File: config.mk
export PLATFORM = sky130hd
export DESIGN_NAME = rw_mem_sync
export DESIGN_NICKNAME = d
export VERILOG_FILES = /design/src/rtl/rw_mem_sync.sv
export SDC_FILE = /design/constraint.sdc
export NUM_CORES = 1
export LEC_CHECK = 0
export CAP_MARGIN = 10
export CORE_UTILIZATION = 40
export CTS_CLUSTER_SIZE = 24
export DETAILED_ROUTE_END_ITERATION = 8
export DONT_BUFFER_PORTS = 1
export PLACE_DENSITY_LB_ADDON = 0.05
export SYNTH_ARGS = -nofsm -noshare
export SYNTH_HDL_FRONTEND = slang
export SYNTH_SLANG_ARGS = --single-unit
File: constraint.sdc
create_clock -name clk -period 2.7 [get_ports clk]
set_input_delay 0.54 -clock clk [delete_from_list [all_inputs] [get_ports clk]]
set_output_delay 0.54 -clock clk [all_outputs]
set_load 0.03 [all_outputs]
File: src/rtl/rw_mem_sync.sv
// Windowed single-port synchronous RAM with registered read data.
// After reset a CLEAR sweep zeroes one word per cycle; accesses are ignored while busy.
module rw_mem_sync #(
    parameter int DATA_WIDTH = 8,
    parameter int ADDR_WIDTH = 8,
    parameter int BASE       = 128,
    parameter int DEPTH      = 96
) (
    input  logic                  clk,
    input  logic                  reset,
    input  logic [ADDR_WIDTH-1:0] address,
    input  logic                  WE,
    input  logic                  RE,
    input  logic [DATA_WIDTH-1:0] data_in,
    output logic [DATA_WIDTH-1:0] data_out,
    output logic                  data_valid,
    output logic                  busy,
    output logic                  err
);

    localparam int IDX_W = (DEPTH > 1) ? $clog2(DEPTH) : 1;
    localparam logic [ADDR_WIDTH:0] LO   = (ADDR_WIDTH+1)'(BASE);
    localparam logic [ADDR_WIDTH:0] HI   = (ADDR_WIDTH+1)'(BASE + DEPTH - 1);
    localparam logic [IDX_W-1:0]    LAST = IDX_W'(DEPTH - 1);

    typedef enum logic {CLEAR, IDLE} state_t;

    state_t                state_q, state_d;
    logic [IDX_W-1:0]      clr_q, clr_d;
    logic [DATA_WIDTH-1:0] dout_q, dout_d;
    logic                  valid_q, valid_d;
    logic                  err_q, err_d;

    logic [DATA_WIDTH-1:0] mem_q [DEPTH];
    logic                  mem_we;
    logic [IDX_W-1:0]      mem_waddr;
    logic [DATA_WIDTH-1:0] mem_wdata;

    logic [ADDR_WIDTH:0]   addr_ext;
    logic                  en;
    logic [IDX_W-1:0]      idx;

    // Compare one bit wider than the bus so BASE+DEPTH-1 at the top of the map cannot wrap.
    assign addr_ext = {1'b0, address};
    assign en       = (addr_ext >= LO) && (addr_ext <= HI);
    assign idx      = IDX_W'(address - ADDR_WIDTH'(BASE));

    always_comb begin
        state_d   = state_q;
        clr_d     = clr_q;
        dout_d    = dout_q;
        valid_d   = 1'b0;
        err_d     = 1'b0;
        mem_we    = 1'b0;
        mem_waddr = idx;
        mem_wdata = data_in;
        case (state_q)
            CLEAR: begin
                mem_we    = 1'b1;
                mem_waddr = clr_q;
                mem_wdata = '0;
                if (clr_q == LAST) begin
                    state_d = IDLE;
                    clr_d   = '0;
                end else begin
                    clr_d = clr_q + 1'b1;
                end
            end
            IDLE: begin
                if (WE || RE) begin
                    if (!en) begin
                        err_d = 1'b1;
                    end else if (WE) begin
                        mem_we = 1'b1;
                    end else begin
                        dout_d  = mem_q[idx];
                        valid_d = 1'b1;
                    end
                end
            end
            default: state_d = CLEAR;
        endcase
    end

    always_ff @(posedge clk or negedge reset) begin
        if (!reset) begin
            state_q <= CLEAR;
            clr_q   <= '0;
            dout_q  <= '0;
            valid_q <= 1'b0;
            err_q   <= 1'b0;
        end else begin
            state_q <= state_d;
            clr_q   <= clr_d;
            dout_q  <= dout_d;
            valid_q <= valid_d;
            err_q   <= err_d;
        end
    end

    // Array has no reset; contents are zeroed only by the CLEAR sweep.
    always_ff @(posedge clk) begin
        if (mem_we) begin
            mem_q[mem_waddr] <= mem_wdata;
        end
    end

    assign data_out   = dout_q;
    assign data_valid = valid_q;
    assign err        = err_q;
    assign busy       = (state_q == CLEAR);

endmodule

==> results.md, run 1 <==
* CTS tree: done
* FF-to-FF Start: state_q$_DFF_PN0_
* Worst path cell trace: buf_4, or3_1, o31ai_1, nand2_1, nor2_1, buf_4
* Avg WL per Cell at about 29 um
* Hold Crit Endpoint: data_out[2]$_DFFE_PN0P_
* Yosys reg bits at 786
* Die W at about 280 um
* Mean Syn Cell Area at 19.3 um2
* CTS Sinks at approximately 790
* Worst path required time at 3.03 ns
* Adder-cell area share of the yosys netlist at less than 1%
* Die area at between 70000 and 80000 um2
* Pwr Total at ~24 mW
* Die Ht at ~280 um
* Dominant cell type by area after synthesis: edfxtp_1
* Area fraction in compound gates after synthesis at 3.78%
* Final Hold Fails at 0
* Net count after synthesis at between 1500 and 2000
* Cell with the most instances after synthesis: edfxtp_1
* Synth unique cells at 55
* CP peak stage delay at around 0.44 ns
* Mux share of post-synthesis cell area at 14.5%
* Worst slew margin at 29.2%
* Tcrit/Tclk final at 87.4%
* Synth top area cells: edfxtp_1 (74%), mux4_2 (9.1%), mux2_2 (3.3%), mux2i_1 (1.6%), dfrtp_1 (1.4%)
* Vias in the first global route at about 16000
* Setup slack at placement at roughly 0.15 ns
* Post-synth EDFFs at ~770
* ANT nets after route at 0
* Cell Rows at ~100
* Vias at 15900
* DP HPWL at approximately 50000 um
* Pwr Density at between 600 and 700 nW/um2
* # IOs at 31
* CP Class: reg -> reg
* Post-Syn Area at 31100 um2
* Cell mode on critical path: buf_4
* Post-route setup slack at about 0.34 ns
* Synth Instances at between 1500 and 2000
* CP endpoint kind: register
* Commonest cells in the netlist: edfxtp_1 (768), mux4_2 (125), nor2_1 (115)
* Port Buffers at 0
* Fillers at roughly 6500
* Total global-route track usage at 21.2%
* XOR/XNOR Fraction of Synth Area at less than 1%
* Worst r2r path cells at 6
* Peak VDD IR at 451 uV
* Min-delay worst type: in -> reg
* Gr ovfl total at 0
* P&R area growth vs syn at 15.4%
* Final Slew Violations at 0
* Setup slack, reg-to-reg at about 0.34 ns
* Crit Reg-Reg Endpoint: mem_q[20][6]$_DFFE_PP_
* Worst Path Max Fanout at 31
* Worst hold path startpoint: address[5]
* Seq/Total Area, Yosys at 75.6%
* CP Data Arrival Time at roughly 2.7 ns
* Final Skew at 0.0153 ns
* Share of cells above drive strength 1 at around 28%
* Final min period at ~2.4 ns
* Drt total wl at 82300 um
* Yosys warns at 0
* Fmax at approximately 420 MHz
* Antenna violations before repair at 2
* Core Util, Final at a little under half
* Area of the core at 76500 um2
* Root Driver: clkbuf_16
* Status: completed
* Worst path slowest cell: nand2_1
* Final nets at 1812
* H-tree depth at 3
* Initial core utilization at roughly 40%
* Pin count of the biggest net entering global routing at about 270
* Post-CTS Setup Inserts at 0
* Main combinational cell family by area after synthesis: multiplexers
* Via density at 5.51
* GPL Wtd Cong at 0.787
* Worst Hold Depth at 2
* P_leak at around 9.7 nW
* Simple-gate share of the synthesized area at around 4%
* Critical Path Start Type: register
* DRT Pass-1 Iters at 5
* Drc violations at 0
* Most used DFF post-synth: edfxtp_1
* CTS clk-pin slew, worst paths at 0.06 ns
* Hold_ws at around 0.12 ns
* Synth top area share at between 70% and 80%
* Clock buffer depth at 3
* Asr flop ratio synth at about 2.3%
* Clock latency on the worst-skew pair at about 0.64 ns
* Initial DRC Count at between 1000 and 1500
* CTS Buf Count at 85
* First-pass GRT wire length at 118000 um
* RSZ-0062 raised after global routing: no
* Final setup vio count at 0
* Max_cap viols at 0
* Worst Tran Pin Value at 1.06 ns
-- state kept, by name, summed over array words and instances (netlist names) --
register,count
state_q,1
data_out,8
data_valid,1
err,1
clr_q,7
mem_q,768
-- worst max-delay path by stage --
stage | from | to | slack (ns) | cells past startpoint
after floorplan | address[1] | mem_q[13][0]$_DFFE_PP_ | 0.05 | 6
after global placement | address[2] | data_out[3]$_DFFE_PN0P_ | -0.54 | 7
after detailed placement | address[2] | data_out[3]$_DFFE_PN0P_ | 0.15 | 8
after CTS | state_q$_DFF_PN0_ | mem_q[8][3]$_DFFE_PP_ | 0.36 | 6
after global routing | state_q$_DFF_PN0_ | mem_q[11][3]$_DFFE_PP_ | 0.17 | 5
final | state_q$_DFF_PN0_ | mem_q[20][6]$_DFFE_PP_ | 0.34 | 6
-- critical path, delay by kind of cell, from the launching register on --
kind	cells	cell delay, ns
compound gates	1	0.16
flops	1	0.38
simple gates	3	1.08
buf+inv	2	0.44
-- per-layer routing --
layer  GRT usage, %  up-vias  part of all wire [%]
met2           32.9      414                    47
met5              0        -                     0
li1               -     6919                     -
met4           5.10        0                   1.7
met3           3.58       96                   5.3
met1           31.2     8484                    46
-- layout make-up --
type | count | area [um2] | share of cell area [%]
sequential | 786 | 23500 | 65.5
multi-input combinational | 731 | 7000 | 19.5
clock buffer | 109 | 2270 | 6.32
timing repair buffer | 179 | 1470 | 4.09
tap | 1030 | 1290 | 3.59
clock inverter | 42 | 304 | 0.847
inverter | 8 | 30.0 | 0.0837
antenna | 2 | 5.00 | 0.0139
-- where the power goes --
part           internal, mW  switching (mW)
Sequential             13.2               0
Combinational         0.181           0.201
Clock                  6.13            4.66
Total                  19.5            4.86
-- what timing repair did --
action | 4_1_cts | 5_1_grt
resized for setup | 0 | 0
hold buffers | 1 | 0
hold endpoints to repair | 18 | 0
-- logic make-up (layout without fill, tap and decap cells) --
kind of cell / Yosys count / count (layout)
fa+ha+maj: 1 / 1
buf+inv: 91 / 338
simple gates: 290 / 290
mux: 272 / 272
flops: 786 / 786
other cells: 0 / 2
xor+xnor: 2 / 2
compound gates: 166 / 166
-- per-stage QoR --
step | cell area [um2] | cells | setup TNS, ns
5_1_grt | 35900 | 2885 | 0
6_report | 35900 | 2887 | 0
3_3_place_gp | 33300 | 2732 | -0.539
3_5_place_dp | 33300 | 2733 | 0
4_1_cts | 35900 | 2885 | 0
2_1_floorplan | 31100 | 1608 | 0
-- placed cells by master (no fill, tap or decap), types with 3 or more instances in the layout --
master and count:
inv_1 5, mux4_1 6, dfrtp_1 18, mux2_2 91
a211oi_1 16, nor2_1 115, buf_4 167, nand3_2 3
o221ai_1 6, nor3_1 8, a311oi_1 5, o21ai_0 25
nor2b_1 17, clkinv_2 7, a21oi_1 12, buf_12 10
nor4_1 5, a32oi_1 10, nand2_1 90, mux4_2 125
clkinv_1 26, or2_2 5, mux2i_1 49, nand3_1 23
clkbuf_16 86, o41ai_1 3, a221oi_1 8, o22ai_1 42
or3_1 5, o2111ai_1 5, a2111oi_0 8, and2_4 8
a31oi_1 5, clkbuf_1 20, edfxtp_1 768, clkbuf_8 3
o31ai_1 9, nand2b_1 6
No activity file was read; power rests on OpenSTA's default activity.
==> inputs of run 2 (changes only) <==
- CORE_MARGIN: not set -> 2
==> run 2 against run 1 <==
  * Combinational power up 2%
  * Utilization down 0.58 points
  * Clock power about the same
  * Highest routed layer unchanged
==> results.md, run 2 (synthesis gave the netlist of run 1 again) <==
* Status: completed
* Initial DRC Count at 1543 (+9.0%)
* Sw Ratio at 19.7% (-0.27 points)
* Final Skew at 0.0156 ns (+0.000257 ns)
* Peak VDD IR at 421 uV (-6.6%)
* Final Slew Violations at 0 (unchanged)
* DRT Pass-1 Iters at 5 (unchanged)
* DP HPWL at 50000 um (-0.52%)
* First-pass GRT wire length at 118000 um (unchanged)
* Root Driver: clkbuf_16
* CP endpoint kind: register
* Pin count of the biggest net entering global routing at 274 (unchanged)
* Post-CTS Setup Inserts at 0 (unchanged)
* Setup slack, reg-to-reg at 0.28 ns (-0.06 ns)
* ANT nets after route at 0 (unchanged)
* Worst slew margin at 21.4% (-7.9 points)
* Clock buffer depth at 3 (unchanged)
* Min-delay worst type: in -> reg
* Hold Crit Endpoint: data_out[1]$_DFFE_PN0P_
* Vias at 15800 (-0.79%)
* CP delay by family, top: simple AND/OR/NAND/NOR gates
* Worst path required time at 3.03 ns (about the same)
* Die Ht at 283 um (+0.71%)
* CTS Buf Count at 85 (unchanged)
* CP peak stage delay at 0.44 ns (about the same)
* Area after DPL at 33200 um2 (-0.29%)
* Port Buffers at 0 (unchanged)
* Antenna violations before repair at 0 (-2)
* Avg WL per Cell at 28.6 um (+0.14%)
* Worst hold path startpoint: address[5]
* Logic pwr share at 1.6% (about the same)
* Area of the core at 77200 um2 (+0.99%)
* FF-to-FF Start: state_q$_DFF_PN0_
* Sequential Power Share at 54.0% (about the same)
* Max_cap viols at 0 (unchanged)
* Cell mode on critical path: buf_4
* Drc violations at 0 (unchanged)
* Internal at 19.6 mW (+0.68%)
* Tcrit/Tclk final at 89.8% (+2.4 points)
* RSZ-0062 raised after global routing: no
* Fmax at 413 MHz (-2.6%)
* CTS Sinks at 786 (unchanged)
* Worst Hold Depth at 2 (unchanged)
* Die W at 283 um (+0.71%)
* Pwr Total at 24.4 mW (+0.34%)
* Initial core utilization at 40.3% (-0.40 points)
* H-tree depth at 3 (unchanged)
* Clock latency on the worst-skew pair at 0.62 ns (-0.02 ns)
* Critical Path Start Type: register
* Final Hold Fails at 0 (unchanged)
* Total global-route track usage at 21.0% (-0.23 points)
* Setup_tns at 0 ns (unchanged)
* Gr ovfl total at 0 (unchanged)
* Count of buffer and inverter cells on the critical path at 2 (unchanged)
* Clock Power Share at 44.5% (+0.2 points)
* Crit Reg-Reg Endpoint: mem_q[27][2]$_DFFE_PP_
* CTS resizes at 0 (unchanged)
* Final nets at 1799 (-0.72%)
* Worst Tran Pin Value at 1.18 ns (+0.117 ns)
* Share of cells above drive strength 1 at 27.8% (-0.31 points)
* CTS clk-pin slew, worst paths at 0.06 ns (about the same)
* # IOs at 31 (unchanged)
* Cell Rows at 102 (+0.99%)
* Worst Path Max Fanout at 23 (-26%)
* Die area at 80000 um2 (+1.4%)
* Core Util, Final at 46.3% (-0.58 points)
* GPL Wtd Cong at 0.820 (+4.2%)
* Vias in the first global route at 16300 (+1.2%)
* Worst path cell trace: buf_4, or3_1, o31ai_1, nand2_1, nor2_1, buf_4
* Final instance area at 35800 um2 (-0.27%)
* Worst path slowest cell: nand2_1
* Via density at 5.47 (-0.68%)
* Drt total wl at 82300 um (about the same)
* CP Data Arrival Time at 2.75 ns (+0.06 ns)
* Worst r2r path cells at 6 (unchanged)
* CP Class: reg -> reg
* Commonest non-fill, non-tap cell in the layout: edfxtp_1
* Largest Register: mem_q
* Pwr Density at 683 nW/um2 (+0.61%)
* Hold_ws at 0.142 ns (+0.0221 ns)
* CTS tree: done
* P_leak at 9.65 nW (-0.49%)
* P_sw at 4.81 mW (-1.0%)
* Final min period at 2.42 ns (+0.0641 ns)
* P&R area growth vs syn at 15.1%
* Final setup vio count at 0 (unchanged)
* Number of flip-flops in the largest register at 768 (unchanged)
* Most frequent cells in the layout: edfxtp_1 (768), buf_4 (156), mux4_2 (125)
[run 2: cell count changes in the layout (fill, tap and decap cells not counted)]
| cell | delta |
|---|---|
| buf_12 | -1 |
| buf_2 | -1 |
| buf_4 | -11 |
| bufinv_16 | +1 |
| clkbuf_1 | +3 |
| clkbuf_16 | +1 |
| clkinv_1 | -6 |
| clkinv_16 | -1 |
| clkinv_2 | +4 |
| clkinv_8 | -2 |
| clkinvlp_4 | -2 |
| diode_2 | -1 |
| inv_16 | -1 |
| inv_6 | +4 |
[run 2: cell type report]
| class | instances | area (um2) |
|---|---|---|
| fillers | 6591 | 41400 |
| flip-flops and latches | 786 | 23500 |
| multi-input cells | 731 | 7000 |
| clock buffers | 113 | 2300 |
| repair buffers | 166 | 1360 |
| well taps | 1040 | 1300 |
| clock inverters | 39 | 269 |
| inverters | 8 | 30.0 |
| diodes | 1 | 2.50 |
[run 2: how the worst max path moves through the flow]
stage,from,depth (start not counted),slack (ns),end
CTS,state_q$_DFF_PN0_,6,0.27,mem_q[27][2]$_DFFE_PP_
floorplan,address[1],6,0.05,mem_q[13][0]$_DFFE_PP_
global placement,address[2],6,-0.06,data_out[0]$_DFFE_PN0P_
global route,state_q$_DFF_PN0_,6,0.09,mem_q[27][2]$_DFFE_PP_
finish,state_q$_DFF_PN0_,6,0.28,mem_q[27][2]$_DFFE_PP_
detailed placement,address[2],6,-0.07,data_out[0]$_DFFE_PN0P_
[run 2: timing repair]
item | 4_1_cts | 5_1_grt
setup endpoints to repair | 0 | 0
hold buffers | 1 | 0
endpoints found under the hold margin | 18 | 0
[run 2: metrics by stage]
| step | instances | setup slack (ns) |
|---|---|---|
| 3_3_place_gp | 2730 | -0.0602 |
| 2_1_floorplan | 1608 | 0.0497 |
| 3_5_place_dp | 2730 | -0.0734 |
| 4_1_cts | 2883 | 0.273 |
| 6_report | 2884 | 0.276 |
| 5_1_grt | 2883 | 0.0878 |
[run 2: routing by layer]
metal  vias up  global-route usage [%]  routed length (um)
met5         -                       0                   0
met3       107                    3.78                4250
met4         0                    5.79                1940
li1       6894                       -                   -
met1      8399                    30.0               37400
met2       388                    33.2               38800
[run 2: power groups by stage]
stage / clock (mW) / combinational [mW] / sequential, mW
after CTS: 11.1 / 0.388 / 13.2
after floorplan: 0 / 0.409 / 13.4
final: 10.9 / 0.390 / 13.2
after global placement: 0 / 0.381 / 13.4
after global routing: 11.6 / 0.402 / 13.2
after detailed placement: 0 / 0.380 / 13.4
==> inputs of run 3 (changes only) <==
- clock period: 2.7 -> 2.1 ns (I/O delays scaled with it)
==> run 3 against run 2 <==
  * The run now ends with setup timing left
  * Sequential power increased by 28%
  * Via count grew 2.4%
  * Critical path depth increased by 1
  * Global-route usage rose by 0.27 points
  * Utilization grew 2.1 points
  * First-iteration DRC count shrank 15%
  * Largest cell class unchanged
==> results.md, run 3 (synthesis gave the netlist of run 1 again) <==
* Worst Path Max Fanout at 273 (+1100%)
* Worst Hold Depth at 2 (unchanged)
* Min-delay worst type: in -> reg
* CTS clk-pin slew, worst paths at 0.06 ns (about the same)
* Commonest non-fill, non-tap cell in the layout: edfxtp_1
* Final Skew at 0.0252 ns (+0.00963 ns)
* Pwr Density at 866 nW/um2 (+27%)
* Internal at 26.1 mW (+33%)
* ANT nets after route at 0 (unchanged)
* Hold Crit Endpoint: data_out[2]$_DFFE_PN0P_
* Fmax at between 400 and 500 MHz
* Status: finished with violations
* # IOs at 31 (unchanged)
* Clock latency on the worst-skew pair at 0.62 ns (about the same)
* Share of cells above drive strength 1 at 34.7% (+6.9 points)
* Final setup vio count at 67 (+67)
* FF-to-FF Start: state_q$_DFF_PN0_
* Clock buffer depth at 3 (unchanged)
* Initial DRC Count at 1316 (-15%)
* Sequential Power Share at 52.3% (-1.7 points)
* Die W at 283 um (unchanged)
* Logic pwr share at 1.8% (+0.2 points)
* Drt total wl at 83600 um (+1.5%)
* Number of flip-flops in the largest register at 768 (unchanged)
* DRT Pass-1 Iters at 5 (unchanged)
* RSZ-0062 raised after global routing: yes
* Hold_ws at 0.0630 ns (-0.0785 ns)
* Largest Register: mem_q
* Crit Reg-Reg Endpoint: mem_q[2][7]$_DFFE_PP_
* CTS Sinks at 786 (unchanged)
* H-tree depth at 3 (unchanged)
* P_sw at 6.23 mW (+30%)
* Max_cap viols at 0 (unchanged)
* Worst path required time at 2.62 ns (-0.41 ns)
* Avg WL per Cell at 28.2 um (-1.2%)
* Total global-route track usage at 21.2% (+0.27 points)
* CP endpoint kind: register
* Final min period at between 2 and 2.5 ns
* Peak VDD IR at 660 uV (+57%)
* Final Hold Fails at 0 (unchanged)
* Die area at 80000 um2 (unchanged)
* Worst slew margin at 21.5% (+0.17 points)
* Antenna violations before repair at 0 (unchanged)
* Cell Rows at 102 (unchanged)
* DP HPWL at 50500 um (+1.0%)
* Final nets at 1878 (+4.4%)
* CTS tree: done
* CP Data Arrival Time at 2.71 ns (-0.04 ns)
* Via density at 5.46 (-0.28%)
* Critical Path Start Type: primary input
* Pin count of the biggest net entering global routing at 274 (unchanged)
* Clock Power Share at 45.9% (+1.4 points)
* Gr ovfl total at 0 (unchanged)
* Die Ht at 283 um (unchanged)
* Drc violations at 0 (unchanged)
* Root Driver: clkbuf_16
* P&R area growth vs syn at 20.2%
* CTS Buf Count at 85 (unchanged)
* Initial core utilization at 40.3% (unchanged)
* GPL Wtd Cong at 0.808 (-1.5%)
* Final instance area at 37400 um2 (+4.4%)
* Vias at 16200 (+2.4%)
* P_leak at 10.3 nW (+7.3%)
* Most frequent cells in the layout: edfxtp_1 (768), buf_4 (168), mux4_2 (125)
* Area after DPL at 34000 um2 (+2.5%)
* Sw Ratio at 19.2% (-0.44 points)
* Ant diodes at 0 (-1)
* First-pass GRT wire length at 120000 um (+1.9%)
* Final Slew Violations at 0 (unchanged)
* Vias in the first global route at 16900 (+3.4%)
* Tcrit/Tclk final at 104%
* Failing checks: setup timing
* Worst Tran Pin Value at 1.17 ns (-0.00255 ns)
* Port Buffers at 0 (unchanged)
* Area of the core at 77200 um2 (unchanged)
* Worst r2r path cells at 7 (+1)
* CP Class: in -> reg
* Setup slack, reg-to-reg at -0.09 ns (-0.37 ns)
* Worst hold path startpoint: address[5]
* Post-route setup slack at -0.0897 ns (-0.366 ns)
run 3: area by class of cell:
class                   instances  area, um2
well taps                    1040       1300
fillers                      6476      39800
multi-input cells             731       7300
clock inverters                42        460
inverters                       8       33.8
flip-flops and latches        786      23500
repair buffers                245       2470
clock buffers                 110       2290
run 3: layer usage:
layer | global-route usage (%) | share of wire, % | vias to the layer above
li1 | - | - | 7064
met1 | 30.2 | 45 | 8633
met2 | 34.8 | 48 | 374
met3 | 3.20 | 4.5 | 99
met4 | 4.84 | 2.1 | 0
met5 | 0 | 0 | -
run 3: how the worst max path moves through the flow:
stage,from,endpoint,slack (ns)
final,address[0],data_out[3]$_DFFE_PN0P_,-0.09
after global routing,state_q$_DFF_PN0_,mem_q[2][5]$_DFFE_PP_,-0.09
after CTS,state_q$_DFF_PN0_,mem_q[32][0]$_DFFE_PP_,-0.11
after detailed placement,address[2],data_out[1]$_DFFE_PN0P_,-0.46
after global placement,address[2],data_out[1]$_DFFE_PN0P_,-0.51
after floorplan,address[1],mem_q[15][0]$_DFFE_PP_,-0.36
run 3: metrics by stage:
step           TNS (ns)  std cells  worst slack, ns  util [%]  total power, mW
2_1_floorplan   -211.75       1608           -0.357         -             17.8
3_3_place_gp     -12.73       2798           -0.509      44.1             17.8
3_5_place_dp     -14.88       2798           -0.459      44.1             17.8
4_1_cts          -12.08       2953           -0.110      47.7             32.7
5_1_grt           -7.56       2962          -0.0875      48.4             33.3
6_report          -3.22       2962          -0.0897      48.4             32.4
run 3: power groups by stage:
stage	Sequential, mW	Clock, mW	Combinational, mW
floorplan	17.3	0	0.527
global placement	17.3	0	0.555
detailed placement	17.3	0	0.551
finish	16.9	14.9	0.569
global route	16.9	15.8	0.591
CTS	16.9	15.2	0.566
run 3: critical path: stages:
cell	delay, ns
mux2_1	0.50
o22ai_1	0.10
a2111oi_0	0.59
buf_4	0.22
nor4_1	0.05
buf_4	0.15
a311oi_1	0.23
run 3: repair_timing:
action,in CTS,in global routing
cloned,0,3
pin swaps,0,8
setup buffers,0,6
gates resized for setup,13,109
hold buffers,3,0
endpoints found under the hold margin,19,0
setup endpoints to repair,360,720
